`src/rtl/mac_ctrl_pkg.sv`:
```
// Shared definitions for the MAC array control path.
// Latency: n/a (types and helpers only).
// Backpressure: n/a.
package mac_ctrl_pkg;

    typedef enum logic [2:0] {
        ST_IDLE    = 3'd0,
        ST_WFETCH  = 3'd1,
        ST_WDRAIN  = 3'd2,
        ST_WLOAD   = 3'd3,
        ST_COMPUTE = 3'd4,
        ST_FLUSH   = 3'd5,
        ST_DONE    = 3'd6
    } state_t;

    localparam int KSZ_W = 4;
    localparam int KK_W  = 2 * KSZ_W;

    // Square at double width so K=15 yields 225 rather than a truncated value.
    function automatic logic [KK_W-1:0] kk_of(input logic [KSZ_W-1:0] k);
        logic [KK_W-1:0] kw;
        kw = {{KSZ_W{1'b0}}, k};
        return kw * kw;
    endfunction

endpackage

```
`src/rtl/valid_delay_line.sv`:
```
// Fixed-depth shift register for a single valid strobe, with synchronous clear.
// Latency: DEPTH cycles from din to dout.
// Backpressure: none; clr discards every bit in flight.
module valid_delay_line #(
    parameter int DEPTH = 2
) (
    input  logic clk,
    input  logic rst_n,
    input  logic clr,
    input  logic din,
    output logic dout
);

    logic [DEPTH-1:0] sr;

    always_ff @(posedge clk or negedge rst_n) begin
        if (!rst_n) begin
            sr <= '0;
        end else if (clr) begin
            sr <= '0;
        end else begin
            sr[0] <= din;
            for (int i = 1; i < DEPTH; i++) begin
                sr[i] <= sr[i-1];
            end
        end
    end

    assign dout = sr[DEPTH-1];

endmodule

```
`src/rtl/mac_array_sequencer.sv`:
```
// Sequences weight fetch, weight load and ifmap streaming for one MAC array job.
// Latency: K*K+3 cycles to first ifmap issue; done 2+PSUM_LAT cycles after the last issue.
// Backpressure: stalls ifmap issue while ifmaps_fifo_empty is high; start ignored while busy.
module mac_array_sequencer
    import mac_ctrl_pkg::*;
#(
    parameter int MAC_NUM            = 256,
    parameter int KMAX               = 5,
    parameter int BRAM_ADDRESS_WIDTH = 12,
    parameter int PIX_W              = 16,
    parameter int PSUM_LAT           = 2
) (
    input  logic                          clk,
    input  logic                          rst_n,
    input  logic                          start,
    input  logic                          abort,
    input  logic [KSZ_W-1:0]              kernel_size,
    input  logic [BRAM_ADDRESS_WIDTH-1:0] weight_base,
    input  logic [PIX_W-1:0]              num_pix,
    input  logic [MAC_NUM-1:0]            lane_en,
    output logic [BRAM_ADDRESS_WIDTH-1:0] bram_addr,
    output logic                          bram_rd_en,
    output logic                          load_weight_preload,
    output logic                          load_MAC_weight,
    input  logic                          ifmaps_fifo_empty,
    output logic                          ifmaps_fifo_rd,
    output logic                          load_ifmaps,
    output logic [MAC_NUM-1:0]            enable,
    output logic                          psum_valid,
    output logic                          busy,
    output logic                          done,
    output logic                          error
);

    localparam logic [BRAM_ADDRESS_WIDTH-1:0] ADDR_ONE = 1;
    localparam logic [KK_W-1:0]               KK_ONE   = 1;
    localparam logic [PIX_W-1:0]              PIX_ONE  = 1;
    localparam logic [KSZ_W-1:0]              KMAX_K   = KSZ_W'(KMAX);
    localparam logic [KK_W-1:0]               LAT_LAST = KK_W'(PSUM_LAT - 1);

    state_t           state;
    logic [KK_W-1:0]  kk_lat;
    logic [KK_W-1:0]  cnt;
    logic [PIX_W-1:0] pix_lat;
    logic [PIX_W-1:0] issued;
    logic             job_ok;
    logic             abort_hit;
    logic             issue;

    assign job_ok    = (kernel_size != '0) && (kernel_size <= KMAX_K) && (num_pix != '0);
    assign abort_hit = abort && (state != ST_IDLE);

    // Issue must track the FIFO flag in the same cycle, so it is decoded rather than registered.
    assign issue          = (state == ST_COMPUTE) && !abort && !ifmaps_fifo_empty && (issued != pix_lat);
    assign ifmaps_fifo_rd = issue;
    assign load_ifmaps    = issue;

    always_ff @(posedge clk or negedge rst_n) begin
        if (!rst_n) begin
            state               <= ST_IDLE;
            kk_lat              <= '0;
            cnt                 <= '0;
            pix_lat             <= '0;
            issued              <= '0;
            bram_addr           <= '0;
            bram_rd_en          <= 1'b0;
            load_weight_preload <= 1'b0;
            load_MAC_weight     <= 1'b0;
            enable              <= '0;
            busy                <= 1'b0;
            done                <= 1'b0;
            error               <= 1'b0;
        end else begin
            error               <= 1'b0;
            done                <= 1'b0;
            load_MAC_weight     <= 1'b0;
            load_weight_preload <= bram_rd_en;
            if (abort_hit) begin
                state               <= ST_IDLE;
                cnt                 <= '0;
                issued              <= '0;
                bram_addr           <= '0;
                bram_rd_en          <= 1'b0;
                load_weight_preload <= 1'b0;
                enable              <= '0;
                busy                <= 1'b0;
            end else begin
                case (state)
                    ST_IDLE: begin
                        if (start) begin
                            if (job_ok) begin
                                kk_lat     <= kk_of(kernel_size);
                                pix_lat    <= num_pix;
                                enable     <= lane_en;
                                bram_addr  <= weight_base;
                                bram_rd_en <= 1'b1;
                                busy       <= 1'b1;
                                cnt        <= '0;
                                state      <= ST_WFETCH;
                            end else begin
                                error <= 1'b1;
                            end
                        end
                    end
                    ST_WFETCH: begin
                        if (cnt == kk_lat - KK_ONE) begin
                            bram_rd_en <= 1'b0;
                            cnt        <= '0;
                            state      <= ST_WDRAIN;
                        end else begin
                            cnt       <= cnt + KK_ONE;
                            bram_addr <= bram_addr + ADDR_ONE;
                        end
                    end
                    ST_WDRAIN: begin
                        load_MAC_weight <= 1'b1;
                        state           <= ST_WLOAD;
                    end
                    ST_WLOAD: begin
                        issued <= '0;
                        state  <= ST_COMPUTE;
                    end
                    ST_COMPUTE: begin
                        if (issued == pix_lat) begin
                            cnt   <= '0;
                            state <= ST_FLUSH;
                        end else if (issue) begin
                            issued <= issued + PIX_ONE;
                        end
                    end
                    ST_FLUSH: begin
                        if (cnt == LAT_LAST) begin
                            cnt   <= '0;
                            done  <= 1'b1;
                            state <= ST_DONE;
                        end else begin
                            cnt <= cnt + KK_ONE;
                        end
                    end
                    ST_DONE: begin
                        issued <= '0;
                        enable <= '0;
                        busy   <= 1'b0;
                        state  <= ST_IDLE;
                    end
                    default: begin
                        state <= ST_IDLE;
                    end
                endcase
            end
        end
    end

    valid_delay_line #(
        .DEPTH (PSUM_LAT)
    ) u_psum_dly (
        .clk   (clk),
        .rst_n (rst_n),
        .clr   (abort_hit),
        .din   (load_ifmaps),
        .dout  (psum_valid)
    );

endmodule
```
`config.mk`:
```
export PLATFORM = sky130hd
export DESIGN_NAME = mac_array_sequencer
export DESIGN_NICKNAME = d
export VERILOG_FILES = /design/src/rtl/mac_ctrl_pkg.sv /design/src/rtl/valid_delay_line.sv /design/src/rtl/mac_array_sequencer.sv
export SDC_FILE = /design/constraint.sdc
export NUM_CORES = 1
export LEC_CHECK = 0
export ABC_AREA = 1
export ABC_CLOCK_PERIOD_IN_PS = 4200
export CAP_MARGIN = 20
export CORE_MARGIN = 4
export CORE_UTILIZATION = 30
export DETAILED_ROUTE_END_ITERATION = 10
export SYNTH_ARGS = -nofsm -noshare
export SYNTH_HDL_FRONTEND = slang
export SYNTH_SLANG_ARGS = --single-unit
```
`constraint.sdc`:
```
create_clock -name clk -period 4.2 [get_ports clk]
set_input_delay 0.42 -clock clk [delete_from_list [all_inputs] [get_ports clk]]
set_output_delay 0.42 -clock clk [all_outputs]
set_load 0.01 [all_outputs]
```
Word-level counts from Yosys, hierarchy flattened
Cells that the tools add are included.
- bits in registers: 327
- bits in latches: 0
- bits in writable memories: 0
- memory bits (read-only): 0
- input bits: 293
- output and inout bits: 277
- logic and storage cells: 108
- memories: 0
- $add $sub $neg: 4
- multipliers: 1
- div/mod/pow operators: 0
- magnitude comparators: 1
- equal/unequal tests: 18
- shift operators: 0
- muxes and demuxes: 45
- bitwise logic cells: 1
- reductions and logical operators: 24
- operators with widths (kind ; number):
    2-to-1 mux 256 bit ; 3
    one-hot mux 256 bit (2 select lines) ; 1
    2-to-1 mux 12 bit ; 4
    2-to-1 mux 16 bit ; 3
    2-to-1 mux 8 bit ; 6
    one-hot mux 16 bit (2 select lines) ; 1
    one-hot mux 8 bit (4 select lines) ; 1
    one-hot mux 12 bit (2 select lines) ; 1
    2-to-1 mux 3 bit ; 6
    inequality test 3 bit (second input constant) ; 6
    one-hot mux 3 bit (6 select lines) ; 1
    adder 16 x 1 -> 16 bit (second input constant) ; 1
    == test 16 bit ; 1
    inequality test 16 bit ; 1
    AND reduction 4 bit ; 4
    nonzero test 16 bit ; 1
    2-to-1 mux 1 bit ; 15
    adder 12 x 1 -> 12 bit (second input constant) ; 1
    nonzero test 3 bit ; 4
    == test 3 bit (second input constant) ; 3
    adder 8 x 1 -> 8 bit (second input constant) ; 1
    == test 8 x 1 -> 1 bit (second input constant) ; 1
    == test 8 bit ; 1
    multiplier 4 x 4 -> 8 bit ; 1
    other kinds (16) ; 26

Logic depth before layout (Yosys ltp)
Gate-level depths: netlist of the first run.
- word-level depth: 8
- gate-level depth with buffers: 15
- mapped depth without buffers: 15

By module
A second synthesis of the first run with hierarchy kept.
- cells, all modules: 1727
- area total of the unflattened synthesis: 14418.8 µm²
- modules (own cells, without submodules) (module ; instances ; cells an instance ; area an instance (µm²) ; seq. area each (µm²)):
    mac_array_sequencer ; 1 ; 1721 ; 14353.8 ; 8107.8
    valid_delay_line ; 1 ; 6 ; 65.1 ; 50.0

Worst setup path after synthesis of the first run
Ideal clock, no wire load.
- kind: register to register
- start point: register kk_lat[0]
- end point: register bram_addr[0]
- library setup time: 0.076 ns
- arrival time: 1.641 ns
- setup slack: 2.483 ns
- cell stages (with the launch flop): 12
- period minus slack after synthesis: 1.717 ns
- path through: dfrtp_1 > inv_1 > ha_1 > xnor2_1 > a21oi_1 > nand2_1 > nor2_1 > nand3_1 > nand2_1 > buf_4 > nand2_1 > o21ai_1
- longest elaborated chain between the ends: 4
- RTL lines (what ; RTL line ; RTL):
    start: declaration ; mac_array_sequencer.sv:42 ; logic [KK_W-1:0] kk_lat;
    start signal: assignment ; mac_array_sequencer.sv:92 ; kk_lat <= kk_of(kernel_size);
    subtractor 8 x 1 -> 8 bit ; mac_array_sequencer.sv:106 ; if (cnt == kk_lat - KK_ONE) begin
    == test 8 bit ; mac_array_sequencer.sv:106 ;
    inequality test 3 bit (no source line) ; n/a ;
    AND reduction 4 bit (no source line) ; n/a ;
    end signal: assignment ; mac_array_sequencer.sv:95 ; bram_addr <= weight_base;
    end signal: assignment ; mac_array_sequencer.sv:112 ; bram_addr <= bram_addr + ADDR_ONE;
    end: declaration ; mac_array_sequencer.sv:21 ; output logic [BRAM_ADDRESS_WIDTH-1:0] bram_addr,
Every way passes these cells.
A chain may end at the register's enable or synchronous reset.

Worst setup path after layout of the first run
- start point: register issued[8]
- end point: output load_ifmaps
- longest elaborated chain between the ends: 2
- RTL lines (what ; RTL line ; RTL):
    start: declaration ; mac_array_sequencer.sv:45 ; logic [PIX_W-1:0] issued;
    start signal: assignment ; mac_array_sequencer.sv:128 ; issued <= issued + PIX_ONE;
    inequality test 16 bit ; mac_array_sequencer.sv:54 ; assign issue = (state == ST_COMPUTE) && !abort && !ifmaps_fifo_empty && (issued != pix_lat);
    logical AND 1 bit ; mac_array_sequencer.sv:54 ;
    end: declaration ; mac_array_sequencer.sv:27 ; output logic load_ifmaps,
Every way passes these cells.

==> run_summary.xml, run 1 <==
<?xml version="1.0" encoding="UTF-8"?>
<metrics>
  <group name="cells_and_area">
    <metric name="nets" unit="">2646</metric>
    <metric name="synthToLayoutAreaGrowth" unit="%">50.8</metric>
    <metric name="multi_input_comb_area" unit="mm^2">0.00570</metric>
    <metric name="final_util" unit="%">46.1</metric>
    <metric name="finalNonFillerCells" unit="">2995</metric>
    <metric name="n_fill_cell" unit="">4709</metric>
    <metric name="share_of_post_route_cells_with_drive_strength_above_1" unit="%">4.13</metric>
    <metric name="final-seq-area" unit="mm^2">0.00816</metric>
  </group>
  <group name="critical_path">
    <metric name="path_class" unit="">reg -&gt; out</metric>
    <metric name="critical_path_peak_fanout" unit="">5</metric>
    <metric name="slowest_stage_delay_cp" unit="ns">0.56</metric>
    <metric name="crit_path_cell_trace" unit="">inv_1 &gt; nand2_1 &gt; nand2_1 &gt; nor2_1 &gt; nand2_1 &gt; nor2_1 &gt; nand2_1 &gt; nand3b_2 &gt; inv_1 &gt; clkdlybuf4s50_1</metric>
    <metric name="timing.critical_path.buf_inv" unit="">3</metric>
    <metric name="crit_path_end_kind" unit="">output port</metric>
    <metric name="start_kind" unit="">register</metric>
    <metric name="timing.critical_path.required" unit="ns">3.78</metric>
    <metric name="most_used_cell_cp" unit="">nand2_1</metric>
    <metric name="cp_slowest_cell" unit="">clkdlybuf4s50_1</metric>
    <metric name="timing.critical_path.max_delay_family" unit="">buffers and inverters</metric>
    <metric name="arrival" unit="ns">2.42</metric>
  </group>
  <group name="floorplanning">
    <metric name="core_region" unit="mm^2">0.0480</metric>
    <metric name="rows" unit="">80</metric>
    <metric name="initial_utilization" unit="%">30.6</metric>
    <metric name="die_area" unit="mm^2">0.0526</metric>
    <metric name="dieHeight" unit="um">229</metric>
    <metric name="top_level_ports" unit="">570</metric>
    <metric name="floorplan.die.width" unit="um">229</metric>
  </group>
  <group name="placement">
    <metric name="port-buffer-count" unit="">569</metric>
    <metric name="gp_congestion" unit="">0.884</metric>
    <metric name="place.detailed.hpwl" unit="um">38200</metric>
    <metric name="placedCellCount" unit="">2917</metric>
  </group>
  <group name="synthesis">
    <metric name="synth_nets" unit="">2125</metric>
    <metric name="yosys_warnings" unit="">0</metric>
    <metric name="postSynthAreaPerCell" unit="um^2">8.06</metric>
    <metric name="synthesis.instances" unit="">1823</metric>
    <metric name="postSynthRegisterBits" unit="">326</metric>
    <metric name="netlist_cell_types" unit="">36</metric>
    <metric name="synth_sequential_area_ratio" unit="%">55.5</metric>
    <metric name="syn_area" unit="mm^2">0.0147</metric>
  </group>
  <group name="timing">
    <metric name="final.period_utilization" unit="%">67.6</metric>
    <metric name="hold-worst-slack" unit="ns">0.415</metric>
    <metric name="setup_repair_after_global_routing_missed_its_margin" unit="">false</metric>
    <metric name="worst_pin_slew" unit="ns">0.854</metric>
    <metric name="timing.final.crit_period" unit="ns">2.84</metric>
    <metric name="finalSetupTns" unit="ns">0</metric>
    <metric name="relSlewSlack" unit="%">43.1</metric>
    <metric name="setup-violations-final" unit="">0</metric>
    <metric name="finalClockSkew" unit="ns">0.0135</metric>
    <metric name="fmax" unit="MHz">352</metric>
    <metric name="finalMaxSlewViolations" unit="">0</metric>
    <metric name="finalHoldViolCount" unit="">0</metric>
  </group>
  <group name="clocking">
    <metric name="post_cts_resized" unit="">0</metric>
    <metric name="worst_skew_pair.late_latency" unit="ns">0.54</metric>
    <metric name="tritoncts_clock_tree" unit="">built</metric>
    <metric name="clock-sinks" unit="">326</metric>
    <metric name="cts.reportedPaths.clkPinSlew" unit="ns">0.06</metric>
    <metric name="clock_tree.buffer_depth" unit="">3</metric>
    <metric name="number_of_cts_inserted_buffers" unit="">39</metric>
    <metric name="hold_buffers" unit="">1</metric>
    <metric name="htree_num_levels" unit="">2</metric>
    <metric name="cts-root-buf" unit="">clkbuf_16</metric>
    <metric name="postCtsSetupBuffers" unit="">0</metric>
  </group>
  <group name="pwr">
    <metric name="leakagePower" unit="nW">10.8</metric>
    <metric name="totalPowerFinal" unit="mW">14.1</metric>
    <metric name="cellPowerDensity" unit="mW/mm^2">636</metric>
    <metric name="power.ir.vdd_worst" unit="V">0.000288</metric>
  </group>
  <group name="global_routing">
    <metric name="number_of_global_route_vias_before_repair" unit="">14300</metric>
    <metric name="grt_pass1_wl" unit="um">81500</metric>
    <metric name="grt_antenna_before_repair" unit="">7</metric>
    <metric name="grt_start_max_net_pins" unit="">155</metric>
    <metric name="grt_util_all_layers" unit="%">19.2</metric>
    <metric name="overflow" unit="">0</metric>
  </group>
  <group name="route">
    <metric name="ant_nets" unit="">0</metric>
    <metric name="via_per_inst" unit="">4.75</metric>
    <metric name="drc" unit="">0</metric>
    <metric name="detail_route.first_pass.iterations" unit="">5</metric>
    <metric name="detail_route.wl_per_cell" unit="um">17.7</metric>
    <metric name="routed_wl" unit="um">53000</metric>
    <metric name="vias_after_detailed_routing" unit="">14200</metric>
    <metric name="drt_iter0_drc" unit="">925</metric>
  </group>
  <group name="min_path">
    <metric name="hp-class" unit="">in -&gt; reg</metric>
  </group>
  <group name="run_status">
    <metric name="result_of_the_run" unit="">complete, no violations</metric>
  </group>
  <group name="flow_run">
    <metric name="number_of_max_cap_violations" unit="">0</metric>
  </group>
</metrics>
layer usage:
layer	wire [um]	share of wire, %	track usage, %
met1	21500	40	23.9
met4	1570	3.0	6.49
met5	0	0	0
met2	26000	49	32.6
met3	3940	7.4	5.07
cell usage in the layout, fill, tap and decap left out, types with 2 or more instances in the layout:
| cell type | instances |
|---|---|
| clkbuf_1 | 8 |
| nand3_1 | 321 |
| nor4_1 | 9 |
| clkbuf_8 | 11 |
| xor2_1 | 8 |
| inv_6 | 2 |
| inv_1 | 81 |
| clkinv_2 | 6 |
| nor3_1 | 16 |
| o211ai_1 | 3 |
| nor2_1 | 76 |
| dfrtp_1 | 326 |
| clkinvlp_4 | 2 |
| nand3_2 | 2 |
| buf_4 | 4 |
| xnor2_1 | 5 |
| clkbuf_16 | 40 |
| a21oi_1 | 11 |
| inv_2 | 5 |
| diode_2 | 6 |
| nand4_1 | 11 |
| o21ai_1 | 9 |
| buf_12 | 9 |
| nor2_2 | 3 |
| nand2_2 | 4 |
| a31oi_1 | 5 |
| clkdlybuf4s50_1 | 568 |
| ha_1 | 8 |
| nand2_1 | 776 |
| o21ai_0 | 28 |
path summary, 6_finish.rpt:
| check | from | end | slack (ns) | cells past startpoint |
|---|---|---|---|---|
| worst max-delay path | issued[8] | load_ifmaps | 1.36 | 10 |
| worst min-delay path | lane_en[67] | enable[67] | 0.41 | 3 |
| worst max register to register | state[0] | enable[149] | 1.43 | 9 |
| worst min register to register | u_psum_dly.sr[0] | u_psum_dly.sr[1] | 0.48 | 2 |
| max in group asynchronous | rst_n | enable[195] | 2.64 | 3 |
| min in group asynchronous | rst_n | enable[119] | 0.56 | 2 |
registers in the layout, indices dropped and copies added, names as in the netlist:
signal,cells
busy,1
load_MAC_weight,1
done,1
bram_addr,12
state,3
issued,16
error,1
bram_rd_en,1
cnt,8
enable,256
u_psum_dly.sr,2
load_weight_preload,1
kk_lat,7
pix_lat,16
worst reg2reg max path, delay by kind of cell (launching register included):
kind | cells | cell delay (ns)
AO/OA/AOI/OAI | 1 | 0.66
flip-flops | 1 | 0.45
AND/OR/NAND/NOR | 5 | 0.85
buffers and inverters | 3 | 0.76
Yosys cell counts, drive strengths merged:
| master | count | area share [%] |
|---|---|---|
| xor2 | 8 | 0.48 |
| clkbuf | 6 | 0.15 |
| and2 | 1 | 0.043 |
| buf | 97 | 3.4 |
| nand3 | 323 | 11 |
| o211ai | 3 | 0.15 |
| ha | 8 | 0.68 |
| xnor2 | 5 | 0.30 |
| fa | 1 | 0.14 |
| nand4 | 11 | 0.47 |
| nor3 | 17 | 0.61 |
| nor2 | 80 | 2.1 |
| inv | 87 | 2.2 |
| nand2 | 780 | 20 |
| or2 | 1 | 0.043 |
| o21a | 1 | 0.051 |
| a31oi | 5 | 0.21 |
| a21oi | 13 | 0.49 |
| nor4 | 9 | 0.38 |
| nand3b | 2 | 0.13 |
| o21bai | 1 | 0.051 |
| o21ai | 37 | 1.3 |
| dfrtp | 326 | 55 |
| a32oi | 1 | 0.060 |
power by group:
group	internal, mW	switching [mW]
combinational	2.69	3.06
sequential	4.25	0.785
clock	1.95	1.36
cell type report:
type | count | area share (%)
clock inverter | 12 | 0.395
multi-input combinational | 1307 | 25.7
inverter | 87 | 1.51
antenna | 6 | 0.0677
tap | 615 | 3.47
clock buffer | 59 | 5.33
timing repair buffer | 583 | 26.7
sequential | 326 | 36.8
logic make-up after synthesis:
logic type / count (synthesis) / share of synthesized area [%]
flip-flops: 326 / 55.5
XOR/XNOR: 13 / 0.774
buffers and inverters: 190 / 5.77
adder cells (fa/ha/maj): 9 / 0.817
AND/OR/NAND/NOR: 1224 / 34.9
AO/OA/AOI/OAI: 61 / 2.28
stage by stage:
step / worst slack (ns) / area [um^2]
finish: 1.36 / 22200
global route: 1.15 / 22200
CTS: 1.28 / 22200
detailed placement: 1.17 / 20900
global placement: 1.24 / 20900
floorplan: 2.48 / 14700
No activity file was read; power rests on OpenSTA's default activity.
==> inputs of run 2 (changes only) <==
--- a/config.mk
+++ b/config.mk
@@ -6,7 +6,7 @@
 export NUM_CORES = 1
 export LEC_CHECK = 0
 export ABC_AREA = 1
-export ABC_CLOCK_PERIOD_IN_PS = 4200
+export ABC_CLOCK_PERIOD_IN_PS = 2800
 export CAP_MARGIN = 20
 export CORE_MARGIN = 4
 export CORE_UTILIZATION = 30
==> constraint.sdc (replaced) <==
create_clock -name clk -period 2.8 [get_ports clk]
set_input_delay 0.28 -clock clk [delete_from_list [all_inputs] [get_ports clk]]
set_output_delay 0.28 -clock clk [all_outputs]
set_load 0.01 [all_outputs]
==> run_summary.xml, run 2 (synthesis gave the netlist of run 1 again) <==
<?xml version="1.0" encoding="UTF-8"?>
<metrics>
  <group name="run_status">
    <metric name="result_of_the_run" unit="">complete, no violations</metric>
  </group>
  <group name="floorplanning">
    <metric name="dieHeight" unit="um">229</metric>
    <metric name="die_area" unit="mm^2">0.0526</metric>
    <metric name="initial_utilization" unit="%">30.6</metric>
    <metric name="top_level_ports" unit="">570</metric>
    <metric name="floorplan.die.width" unit="um">229</metric>
    <metric name="core_region" unit="mm^2">0.0480</metric>
    <metric name="rows" unit="">80</metric>
  </group>
  <group name="route">
    <metric name="detail_route.wl_per_cell" unit="um">18.1</metric>
    <metric name="ant_nets" unit="">0</metric>
    <metric name="detail_route.first_pass.iterations" unit="">5</metric>
    <metric name="drt_iter0_drc" unit="">1030</metric>
    <metric name="routed_wl" unit="um">54800</metric>
    <metric name="drc" unit="">0</metric>
    <metric name="via_per_inst" unit="">4.74</metric>
    <metric name="vias_after_detailed_routing" unit="">14400</metric>
  </group>
  <group name="clocking">
    <metric name="worst_skew_pair.late_latency" unit="ns">0.54</metric>
    <metric name="clock-sinks" unit="">326</metric>
    <metric name="clock_tree.buffer_depth" unit="">3</metric>
    <metric name="number_of_cts_inserted_buffers" unit="">41</metric>
    <metric name="htree_num_levels" unit="">2</metric>
    <metric name="tritoncts_clock_tree" unit="">built</metric>
    <metric name="cts.reportedPaths.clkPinSlew" unit="ns">0.06</metric>
    <metric name="cts-root-buf" unit="">clkbuf_16</metric>
    <metric name="postCtsSetupBuffers" unit="">0</metric>
  </group>
  <group name="cells_and_area">
    <metric name="share_of_post_route_cells_with_drive_strength_above_1" unit="%">5.76</metric>
    <metric name="nets" unit="">2682</metric>
    <metric name="top_regs" unit="">enable: 256 flops, issued: 16 flops, pix_lat: 16 flops</metric>
    <metric name="synthToLayoutAreaGrowth" unit="%">53.9</metric>
    <metric name="top_library_cells_by_usage_in_the_layout_fill_and_taps_aside" unit="">nand2_1, clkdlybuf4s50_1, dfrtp_1</metric>
    <metric name="layout.cells.most_common" unit="">nand2_1</metric>
    <metric name="largest_register_ff_count" unit="">256</metric>
    <metric name="regMostFlops" unit="">enable</metric>
  </group>
  <group name="critical_path">
    <metric name="worstReg2RegEnd" unit="">enable[20]</metric>
    <metric name="startpoint" unit="">state[0]</metric>
    <metric name="timing.critical_path.required" unit="ns">2.52</metric>
    <metric name="critical_path_peak_fanout" unit="">7</metric>
    <metric name="launch_point_of_the_worst_reg_to_reg_path" unit="">state[0]</metric>
    <metric name="start_kind" unit="">register</metric>
    <metric name="crit_path_end_kind" unit="">output port</metric>
    <metric name="worst-r2r-cell-count" unit="">9</metric>
    <metric name="cp-endpoint" unit="">load_ifmaps</metric>
    <metric name="path_class" unit="">reg -&gt; out</metric>
    <metric name="arrival" unit="ns">2.33</metric>
    <metric name="ff2ff_setup_slack" unit="ns">0.64</metric>
  </group>
  <group name="timing">
    <metric name="relSlewSlack" unit="%">52.4</metric>
    <metric name="worst_pin_slew" unit="ns">0.713</metric>
    <metric name="finalSetupTns" unit="ns">0</metric>
    <metric name="finalClockSkew" unit="ns">0.0207</metric>
    <metric name="final.period_utilization" unit="%">93.1</metric>
    <metric name="fmax" unit="MHz">384</metric>
    <metric name="timing.final.crit_period" unit="ns">2.61</metric>
    <metric name="setup-violations-final" unit="">0</metric>
    <metric name="setup_repair_after_global_routing_missed_its_margin" unit="">false</metric>
    <metric name="finalHoldViolCount" unit="">0</metric>
    <metric name="finalMaxSlewViolations" unit="">0</metric>
  </group>
  <group name="global_routing">
    <metric name="grt_pass1_wl" unit="um">85200</metric>
    <metric name="grt_start_max_net_pins" unit="">83</metric>
    <metric name="number_of_global_route_vias_before_repair" unit="">14500</metric>
    <metric name="overflow" unit="">0</metric>
    <metric name="grt_antenna_before_repair" unit="">7</metric>
    <metric name="grt_util_all_layers" unit="%">20.2</metric>
  </group>
  <group name="pwr">
    <metric name="totalPowerFinal" unit="mW">21.9</metric>
    <metric name="leakagePower" unit="nW">11.1</metric>
    <metric name="p_sw" unit="mW">7.94</metric>
    <metric name="share_seq_of_total_power" unit="%">34.6</metric>
    <metric name="power_frac_comb" unit="%">40.8</metric>
    <metric name="pwr-share-clk" unit="%">24.6</metric>
    <metric name="power.share.switching" unit="%">36.3</metric>
    <metric name="cell_internal_pwr" unit="mW">13.9</metric>
    <metric name="cellPowerDensity" unit="mW/mm^2">966</metric>
    <metric name="power.ir.vdd_worst" unit="V">0.000559</metric>
  </group>
  <group name="min_path">
    <metric name="hp-class" unit="">in -&gt; reg</metric>
  </group>
  <group name="flow_run">
    <metric name="number_of_max_cap_violations" unit="">0</metric>
  </group>
  <group name="placement">
    <metric name="place.detailed.hpwl" unit="um">40400</metric>
    <metric name="port-buffer-count" unit="">569</metric>
    <metric name="gp_congestion" unit="">0.878</metric>
  </group>
</metrics>
==> run 2: cell count changes in the layout (fill, tap and decap cells not counted), sizes merged <==
cell      delta
clkbuf       +3
clkinv       -1
inv          +1
buf         +34
bufinv       +3
clkinvlp     -2
diode        -1
==> run 2: metrics by stage <==
step                setup WS [ns]  utilization [%]  hold WS (ns)  std cells  area, um^2
global route               0.0426             47.1         0.249       3032       22600
finish                      0.194             47.1         0.271       3032       22600
detailed placement          0.378             44.2         0.365       2951       21200
global placement            0.433             44.2         0.360       2951       21200
floorplan                    1.08                -       -0.0156       1823       14700
CTS                        0.0237             47.0         0.231       3027       22600
==> run 2: what timing repair did <==
item | in CTS | in global routing
resized for setup | 0 | 8
hold endpoints to repair | 74 | 0
endpoints found under the setup margin | 0 | 2
hold buffers | 1 | 0
==> run 2: cell type report <==
type                    instances  area, um^2
fillers                      4652       25400
flip-flops and latches        326        8160
repair buffers                617        6260
multi-input cells            1307        5710
clock buffers                  62        1220
well taps                     615         769
inverters                      87         334
clock inverters                13         158
diodes                          5        12.5
==> run 2: worst min path at each step <==
stage                       startpoint      endpoint  cells past startpoint
final                     lane_en[172]   enable[172]                      3
after CTS                  lane_en[63]    enable[63]                      3
after global placement           rst_n   enable[179]                      1
after global routing      lane_en[148]   enable[148]                      3
after detailed placement         rst_n   enable[179]                      1
after floorplan                  rst_n  bram_addr[0]                      0
==> run 2: worst max-delay path, cell delays in order, from the launching register on <==
cell and delay, ns:
dfrtp_1 0.46, nor2_1 0.18, nand2_1 0.16, nor2_4 0.18, nand3b_2 0.13, inv_2 0.12, clkdlybuf4s50_1 0.54
==> run 2: power groups by stage <==
stage | Clock (mW) | Combinational [mW] | Sequential (mW)
2_1_floorplan | 0 | 3.43 | 8.08
3_3_place_gp | 0 | 8.92 | 7.54
3_5_place_dp | 0 | 9.00 | 7.58
4_1_cts | 5.54 | 9.04 | 7.55
5_1_grt | 5.71 | 9.78 | 7.78
6_report | 5.39 | 8.92 | 7.56
==> run 2: layer usage <==
| metal | track usage (%) | vias up | wire [um] |
|---|---|---|---|
| li1 | - | 6939 | - |
| met1 | 25.0 | 6830 | 22200 |
| met2 | 34.3 | 513 | 26900 |
| met3 | 5.48 | 93 | 4030 |
| met4 | 6.85 | 4 | 1610 |
| met5 | 0 | - | 21 |
